===== config.mk =====
export PLATFORM = sky130hd
export DESIGN_NAME = ring_rr_arbiter_flat
export DESIGN_NICKNAME = d
export VERILOG_FILES = /design/src/rtl/ring_rr_arbiter_pkg.sv /design/src/rtl/ring_rr_arbiter_if.sv /design/src/rtl/ring_rr_arbiter_pick.sv /design/src/rtl/ring_rr_arbiter.sv /design/src/flat_wrapper.sv
export SDC_FILE = /design/constraint.sdc
export NUM_CORES = 1
export LEC_CHECK = 0
export ABC_CLOCK_PERIOD_IN_PS = 2300
export CORE_MARGIN = 2
export CORE_UTILIZATION = 50
export DETAILED_ROUTE_END_ITERATION = 8
export GPL_ROUTABILITY_DRIVEN = 0
export HOLD_SLACK_MARGIN = 0.12
export PLACE_DENSITY = 0.84
export SLEW_MARGIN = 25
export SYNTH_ARGS = -nofsm -noshare
export SYNTH_HDL_FRONTEND = slang
export SYNTH_SLANG_ARGS = --single-unit

===== constraint.sdc =====
create_clock -name clk -period 2.3 [get_ports clk]
set_input_delay 0.69 -clock clk [delete_from_list [all_inputs] [get_ports clk]]
set_output_delay 0.69 -clock clk [all_outputs]
set_load 0.02 [all_outputs]

===== src/rtl/ring_rr_arbiter_pkg.sv =====
// ring_rr_arbiter_pkg: shared state type and one-hot helpers for the ring arbiter
package ring_rr_arbiter_pkg;
  typedef enum logic {IDLE, BUSY} state_t;
  function automatic int onehot_to_idx(input logic [31:0] v);
    int r;
    r = 0;
    for (int i = 0; i < 32; i++) if (v[i]) r = i;
    return r;
  endfunction
  // rotate left within the low n bits; top bit wraps to bit 0
  function automatic logic [31:0] rotl(input logic [31:0] v, input int n);
    return ((v << 1) | (v >> (n - 1))) & ~(32'hffff_ffff << n);
  endfunction
endpackage


===== src/rtl/ring_rr_arbiter_if.sv =====
// ring_rr_arbiter_if: request/grant bundle between requesters and the arbiter
interface ring_rr_arbiter_if #(parameter int N = 4, parameter int IDW = 2);
  logic [N-1:0] req;
  logic [N-1:0] gnt;
  logic [IDW-1:0] gnt_id;
  logic busy;
  logic preempt;
  modport master(output req, input gnt, gnt_id, busy, preempt);
  modport slave(input req, output gnt, gnt_id, busy, preempt);
endinterface


===== src/rtl/ring_rr_arbiter_pick.sv =====
// ring_prio_pick: first set request bit found circularly from the one-hot ptr position
module ring_prio_pick #(parameter int N = 4) (
  input  logic [N-1:0] req,
  input  logic [N-1:0] ptr,
  output logic [N-1:0] win
);
  logic [2*N-1:0] dr, g;
  assign dr = {req, req};
  // lowest set bit at or above ptr in the doubled vector; upper half covers the wrap
  assign g = dr & ~(dr - {{N{1'b0}}, ptr});
  assign win = g[N-1:0] | g[2*N-1:N];
endmodule


===== src/rtl/ring_rr_arbiter.sv =====
// ring_rr_arbiter: round-robin arbiter with rotating one-hot priority and hold-timeout preemption
module ring_rr_arbiter
  import ring_rr_arbiter_pkg::*;
#(
  parameter int N = 4,
  parameter int MAX_HOLD = 8,
  parameter int IDW = 2
) (
  input logic clk,
  input logic rst_n,
  ring_rr_arbiter_if.slave bus
);
  localparam int HW = $clog2(MAX_HOLD);
  state_t state, state_n;
  logic [N-1:0] ptr, ptr_n, gnt, gnt_n, win;
  logic [HW-1:0] hold, hold_n;
  logic pre, pre_n, tmo, keep;
  ring_prio_pick #(.N(N)) u_pick (.req(bus.req), .ptr(ptr), .win(win));
  assign tmo = hold == HW'(MAX_HOLD - 1);
  assign keep = |(bus.req & gnt);
  always_ff @(posedge clk or negedge rst_n) begin
    if (!rst_n) begin
      state <= IDLE;
      ptr <= N'(1);
      gnt <= '0;
      hold <= '0;
      pre <= 1'b0;
    end else begin
      state <= state_n;
      ptr <= ptr_n;
      gnt <= gnt_n;
      hold <= hold_n;
      pre <= pre_n;
    end
  end
  // a release wins over a simultaneous timeout, so preempt only fires while the owner still requests
  always_comb begin
    state_n = state;
    ptr_n = ptr;
    gnt_n = gnt;
    hold_n = hold;
    pre_n = 1'b0;
    if (state == IDLE) begin
      gnt_n = |bus.req ? win : '0;
      state_n = |bus.req ? BUSY : IDLE;
      hold_n = '0;
    end else if (!keep || (tmo && |(bus.req & ~gnt))) begin
      gnt_n = '0;
      ptr_n = N'(rotl(32'(gnt), N));
      state_n = IDLE;
      pre_n = keep;
    end else hold_n = tmo ? '0 : hold + 1'b1;
  end
  assign bus.gnt = gnt;
  assign bus.gnt_id = IDW'(onehot_to_idx(32'(gnt)));
  assign bus.busy = |gnt;
  assign bus.preempt = pre;
endmodule

===== src/flat_wrapper.sv =====
// flat-port wrapper written by rule: the top's interface ports become plain ports
module ring_rr_arbiter_flat import ring_rr_arbiter_pkg::*;
#(
  parameter int N = 4,
  parameter int MAX_HOLD = 8,
  parameter int IDW = 2
)
  (clk, rst_n, bus_req, bus_gnt, bus_gnt_id, bus_busy, bus_preempt);
  ring_rr_arbiter_if #(.N(N), .IDW(IDW)) bus_i ();
  input logic clk;
  input logic rst_n;
  input wire logic [$bits(bus_i.req)-1:0] bus_req;
  output wire logic [$bits(bus_i.gnt)-1:0] bus_gnt;
  output wire logic [$bits(bus_i.gnt_id)-1:0] bus_gnt_id;
  output wire logic [$bits(bus_i.busy)-1:0] bus_busy;
  output wire logic [$bits(bus_i.preempt)-1:0] bus_preempt;
  assign bus_i.req = bus_req;
  assign bus_gnt = bus_i.gnt;
  assign bus_gnt_id = bus_i.gnt_id;
  assign bus_busy = bus_i.busy;
  assign bus_preempt = bus_i.preempt;
  ring_rr_arbiter #(.N(N), .MAX_HOLD(MAX_HOLD), .IDW(IDW)) u_core (.clk(clk), .rst_n(rst_n), .bus(bus_i));
endmodule

==> reports/qor.txt, run 1 <==
TritonCTS buffer count: 3
Netlist cell types: 36
Mapped Area: 816 um^2
Pre-Repair DR Iteration Count: 4
final setup vio count: 0
vias in the first global route: 737
Layout area overhead: 37.9%
Crit. path cell count: 6
predominant post-synthesis flop cell: dfrtp_1
Slew @ Worst Pin: 0.545 ns
total power: 0.00137 W
ANT nets after route: 0
CP max-delay cell: clkdlybuf4s50_1
endpoint class of the critical path: flop
Slew HR: 63.6%
CTS tree: yes
H-tree depth: 1
Reg clk slew, reported paths: 0.07 ns
Sequential Power Share: 25.7%
max frequency: 453 MHz
Critical Path, Cell by Cell: clkdlybuf4s50_1, ha_1, a21o_1, a31oi_1, mux2i_1, a32o_1
CP max stage delay: 0.48 ns
hold_sp: u_core.hold[0]$_DFFE_PN0N_
worst r2r src: u_core.bus.gnt[0]$_DFFE_PN0P_
switching power total: 0.000533 W
largest net degree at the start of global routing: 14
Synth Register Bits: 13
Syn Nets: 86
Clock Power Share: 9.6%
combinational cell fraction of total power: 64.8%
row count: 14
# port buffers: 13
Max Cap Viol: 0
clock insertion delay at the later pin of the skew report: 0.27 ns
final setup TNS: 0 ns
delay-heaviest family, CP: compound AO/OA/AOI/OAI gates
core area: 1520 um^2
FF-to-FF path depth: 5
HPWL after detailed placement: 1520 um
nets@finish: 122
EDFF count, synth: 0
via count: 705
Seq/Total Area, Yosys: 40.0%
CTS Root Cell: clkbuf_4
RSZ-0062 raised after global routing: no
hold depth: 1
critical path launch point type: primary input
I/O pin cnt: 14
first-pass GRT wire length: 3180 um
Pleak: 0.547 nW
fin crit share: 95.9%
Crit Path Class: in2reg
DRC errors left: 0
clock buffer depth: 2
share of flip-flops with an asynchronous set or reset: 100%
final hold violations: 0
Internal: 0.000833 W
diode count: 0
Via density: 5.64
WP buf/inv: 1
Slew Limit Fails: 0
CTS Hold Bufs: 0
Critical Path AT: 2.36 ns
Final Critical Period: 2.21 ns
Mapped Avg Cell Area: 11.0 um^2
pwr dens: 1220 nW/um^2
clk_skew: 0.000577 ns
Global Route Usage Sum: 22.9%
r2r setup slk: 0.51 ns
Mapped Cells: 74
Critical Path Fanout Max: 3
Filler cells: 120
Critical Path RT: 2.46 ns
Chip Height: 44.4 um
switch share: 39.0%
WL/cell: 14.6 um
Initial Utilization: 53.5%
R2R Path End: u_core.ptr[1]$_DFFE_PN0P_
outcome: completed
Ys Warns: 0
CTS Sinks: 13
initial antenna violation count: 0
Die X: 44.4 um
share of cells above drive strength 1: 31.2%
Total Die Area: 1970 um^2
min-delay worst type: reg2reg
Routed WL: 1830 um
grt total ovfl: 0
Worst Hold Path EP: u_core.hold[0]$_DFFE_PN0N_
Starting DRT DRC Count: 25
maximum vdd ir drop: 1.05 mV
==> cells in the final DEF (no fill, tap or decap), types with 3 or more instances in the layout <==
cell and count:
buf_4 18, dfrtp_1 12, clkdlybuf4s50_1 11, inv_1 9, nor2_1 5, ha_1 5, nor2b_1 3, o21ai_0 3
mux2_4 3, clkbuf_4 3
==> per-stage QoR <==
stage                     cell area [um^2]  setup WS [ns]  util [%]  instances  hold slack, ns
final                                 1120         0.0939      73.8        125           0.495
after global routing                  1120         0.0253      73.8        125           0.523
after global placement                1100         -0.123      72.2        121           0.480
after detailed placement              1100         -0.155      72.2        121           0.487
after CTS                             1120         0.0370      73.6        125           0.497
after floorplan                        816          0.254         -         74           0.394
==> power by group through the flow <==
| stage | Combinational (W) | Clock, W | Sequential [W] |
|---|---|---|---|
| 6_report | 0.000885 | 0.000131 | 0.000351 |
| 5_1_grt | 0.000963 | 0.000154 | 0.000359 |
| 4_1_cts | 0.000895 | 0.000135 | 0.000351 |
| 3_5_place_dp | 0.000904 | 0 | 0.000356 |
| 3_3_place_gp | 0.000879 | 0 | 0.000351 |
| 2_1_floorplan | 0.000462 | 0 | 0.000402 |
==> flip-flops by register name, indices dropped and copies added (netlist names) <==
| name | flops |
|---|---|
| u_core.ptr | 4 |
| u_core.bus.preempt | 1 |
| u_core.state | 1 |
| u_core.hold | 3 |
| u_core.bus.gnt | 4 |
==> how the worst max path moves through the flow <==
stage	startpoint	endpoint	slack, ns
after floorplan	u_core.bus.gnt[2]$_DFFE_PN0P_	bus_busy	0.25
after global placement	bus_req[1]	u_core.bus.gnt[1]$_DFFE_PN0P_	-0.12
after detailed placement	bus_req[2]	u_core.bus.gnt[3]$_DFFE_PN0P_	-0.15
after CTS	u_core.bus.gnt[2]$_DFFE_PN0P_	bus_gnt_id[0]	0.04
after global routing	u_core.bus.gnt[2]$_DFFE_PN0P_	bus_busy	0.03
final	bus_req[2]	u_core.bus.gnt[3]$_DFFE_PN0P_	0.09
==> synthesized netlist by cell type (all sizes together) (2+ instances only) <==
master	number	area (um^2)
inv	9	33.8
nor2b	3	18.8
a32o	2	20.0
o21ai	4	31.3
ha	5	62.6
mux2i	2	20.0
nor4	2	12.5
nor2	5	18.8
dfrtp	12	300
nand2	2	7.51
a21o	3	23.8
and2b	2	17.5
a22o	2	18.8
mux2	3	45.0
==> repair_timing <==
item | CTS | global route
setup endpoints to repair | 1 | 1
setup buffers | 0 | 0
gates resized for setup | 4 | 1
==> area by class of cell <==
| type | instances | area, um^2 | share of cell area, % |
|---|---|---|---|
| timing repair buffer | 31 | 263 | 23.4 |
| multi-input combinational | 52 | 455 | 40.5 |
| inverter | 9 | 33.8 | 3.00 |
| clock buffer | 4 | 26.3 | 2.34 |
| sequential | 13 | 327 | 29.0 |
| tap | 16 | 20.0 | 1.78 |
==> logic make-up after synthesis <==
kind of cell / synth area share, %
AO/OA/AOI/OAI: 25.0
AND/OR/NAND/NOR: 11.7
flip-flops: 40.0
buffers and inverters: 4.14
adder cells (fa/ha/maj): 10.1
multiplexers: 7.98
XOR/XNOR: 1.07
==> routing by layer <==
metal	up-vias	global-route usage [%]	share of wire, %
met4	0	3.64	0.55
met3	2	7.35	3.7
met5	-	0	0
li1	344	-	-
met1	343	28.6	44
met2	16	39.4	52
Power figures use the tool's default switching activity.
==> run 2, diff against run 1 <==
HOLD_SLACK_MARGIN = 0.03   (was 0.12)
SKIP_CTS_REPAIR_TIMING = 1   (was not set)
==> reports/qor.txt, run 2 (synthesis gave the netlist of run 1 again) <==
worst r2r src: u_core.bus.gnt[0]$_DFFE_PN0P_
Worst Hold Path EP: u_core.hold[0]$_DFFE_PN0N_
Critical Path RT: 2.46 ns (about the same)
via count: 705 (unchanged)
r2r setup slk: 0.51 ns (about the same)
largest net degree at the start of global routing: 14 (unchanged)
Layout area overhead: 37.9% (unchanged)
Final Critical Period: 2.21 ns (-0.000000200 ns)
Total Die Area: 1970 um^2 (unchanged)
max frequency: 453 MHz (unchanged)
Global Route Usage Sum: 22.9% (unchanged)
maximum vdd ir drop: 1.05 mV (about the same)
hold depth: 1 (unchanged)
vias in the first global route: 737 (unchanged)
diode count: 0 (unchanged)
final hold violations: 0 (unchanged)
Routed WL: 1830 um (unchanged)
CTS Sinks: 13 (unchanged)
clk_skew: 0.000577 ns (unchanged)
most frequent cells in the layout: buf_4 (18), dfrtp_1 (12), clkdlybuf4s50_1 (11)
Slew Limit Fails: 0 (unchanged)
row count: 14 (unchanged)
Critical Path AT: 2.36 ns (about the same)
Starting DRT DRC Count: 25 (unchanged)
HPWL after detailed placement: 1520 um (unchanged)
Reg clk slew, reported paths: 0.07 ns (about the same)
# port buffers: 13 (unchanged)
Chip Height: 44.4 um (unchanged)
dpl cell area: 1100 um^2 (unchanged)
final setup vio count: 0 (unchanged)
Max Cap Viol: 0 (unchanged)
RSZ-0062 raised after global routing: no
nets@finish: 122 (unchanged)
Pre-Repair DR Iteration Count: 4 (unchanged)
outcome: completed
min-delay worst type: reg2reg
critical path launch point type: primary input
core area: 1520 um^2 (unchanged)
Filler cells: 121 (+0.83%)
Via density: 5.64 (unchanged)
H-tree depth: 1 (unchanged)
Pleak: 0.547 nW (about the same)
hold_sp: u_core.hold[0]$_DFFE_PN0N_
FF-to-FF path depth: 5 (unchanged)
Critical Path Fanout Max: 3 (unchanged)
Slew @ Worst Pin: 0.545 ns (unchanged)
Die X: 44.4 um (unchanged)
fin cells: 125 (unchanged)
Cells after DPL: 121 (unchanged)
total power: 0.00137 W (about the same)
biggest regs: u_core.bus.gnt (4), u_core.ptr (4), u_core.hold (3)
grt total ovfl: 0 (unchanged)
DRC errors left: 0 (unchanged)
fin crit share: 95.9% (about the same)
initial antenna violation count: 0 (unchanged)
WL/cell: 14.6 um (unchanged)
Design Area, Final: 1120 um^2 (unchanged)
CTS tree: yes
share of cells above drive strength 1: 31.2% (unchanged)
Crit Path Class: in2reg
pwr dens: 1220 nW/um^2 (about the same)
leading cell type in the layout, fill and taps excluded: buf_4
R2R Path End: u_core.ptr[1]$_DFFE_PN0P_
Slew HR: 63.6% (unchanged)
first-pass GRT wire length: 3180 um (unchanged)
CTS Root Cell: clkbuf_4
I/O pin cnt: 14 (unchanged)
clock buffer depth: 2 (unchanged)
Initial Utilization: 53.5% (unchanged)
clock insertion delay at the later pin of the skew report: 0.27 ns (about the same)
ANT nets after route: 0 (unchanged)
TritonCTS buffer count: 3 (unchanged)
endpoint class of the critical path: flop
[run 2: cell types whose count changed in the layout (fill, tap and decap cells not counted)]
cell      before  now
clkbuf_2       0    1
buf_2          1    0
[run 2: stage by stage]
step	setup TNS (ns)	hold WS [ns]	util (%)	worst slack, ns
final	0	0.495	73.8	0.0939
after global routing	0	0.523	73.8	0.0257
after CTS	-0.296	0.497	74.0	-0.296
after detailed placement	-1.22	0.487	72.2	-0.155
after global placement	-0.942	0.480	72.2	-0.123
after floorplan	0	0.394	-	0.254
[run 2: area by class of cell]
cell class	instances	area, um^2	area share, %
clock buffer	4	26.3	2.34
sequential	13	327	29.0
timing repair buffer	31	263	23.4
inverter	9	33.8	3.00
tap	16	20.0	1.78
multi-input combinational	52	455	40.5
[run 2: worst max path at each step]
stage / startpoint / end / slack (ns) / cells past startpoint
6_report: bus_req[2] / u_core.bus.gnt[3]$_DFFE_PN0P_ / 0.09 / 6
5_1_grt: u_core.bus.gnt[2]$_DFFE_PN0P_ / bus_busy / 0.03 / 3
4_1_cts: u_core.bus.gnt[2]$_DFFE_PN0P_ / bus_busy / -0.30 / 3
3_5_place_dp: bus_req[2] / u_core.bus.gnt[3]$_DFFE_PN0P_ / -0.15 / 6
3_3_place_gp: bus_req[1] / u_core.bus.gnt[1]$_DFFE_PN0P_ / -0.12 / 6
2_1_floorplan: u_core.bus.gnt[2]$_DFFE_PN0P_ / bus_busy / 0.25 / 2
[run 2: power breakdown]
group / switching [W] / leakage, nW / internal, W
Clock: 0.0000638 / 0.0150 / 0.0000671
Combinational: 0.000423 / 0.361 / 0.000463
Sequential: 0.0000473 / 0.171 / 0.000303
Total: 0.000534 / 0.547 / 0.000833
[run 2: layer usage]
| layer | GRT usage, % | part of all wire (%) | vias to the layer above |
|---|---|---|---|
| met2 | 39.4 | 52 | 16 |
| met5 | 0 | 0 | - |
| met4 | 3.64 | 0.55 | 0 |
| met3 | 7.35 | 3.8 | 2 |
| met1 | 28.6 | 44 | 343 |
| li1 | - | - | 344 |
[run 2: critical path: stages]
cell	delay (ns)
clkdlybuf4s50_1	0.48
ha_1	0.34
a21o_1	0.18
a31oi_1	0.28
mux2i_1	0.13
a32o_1	0.27
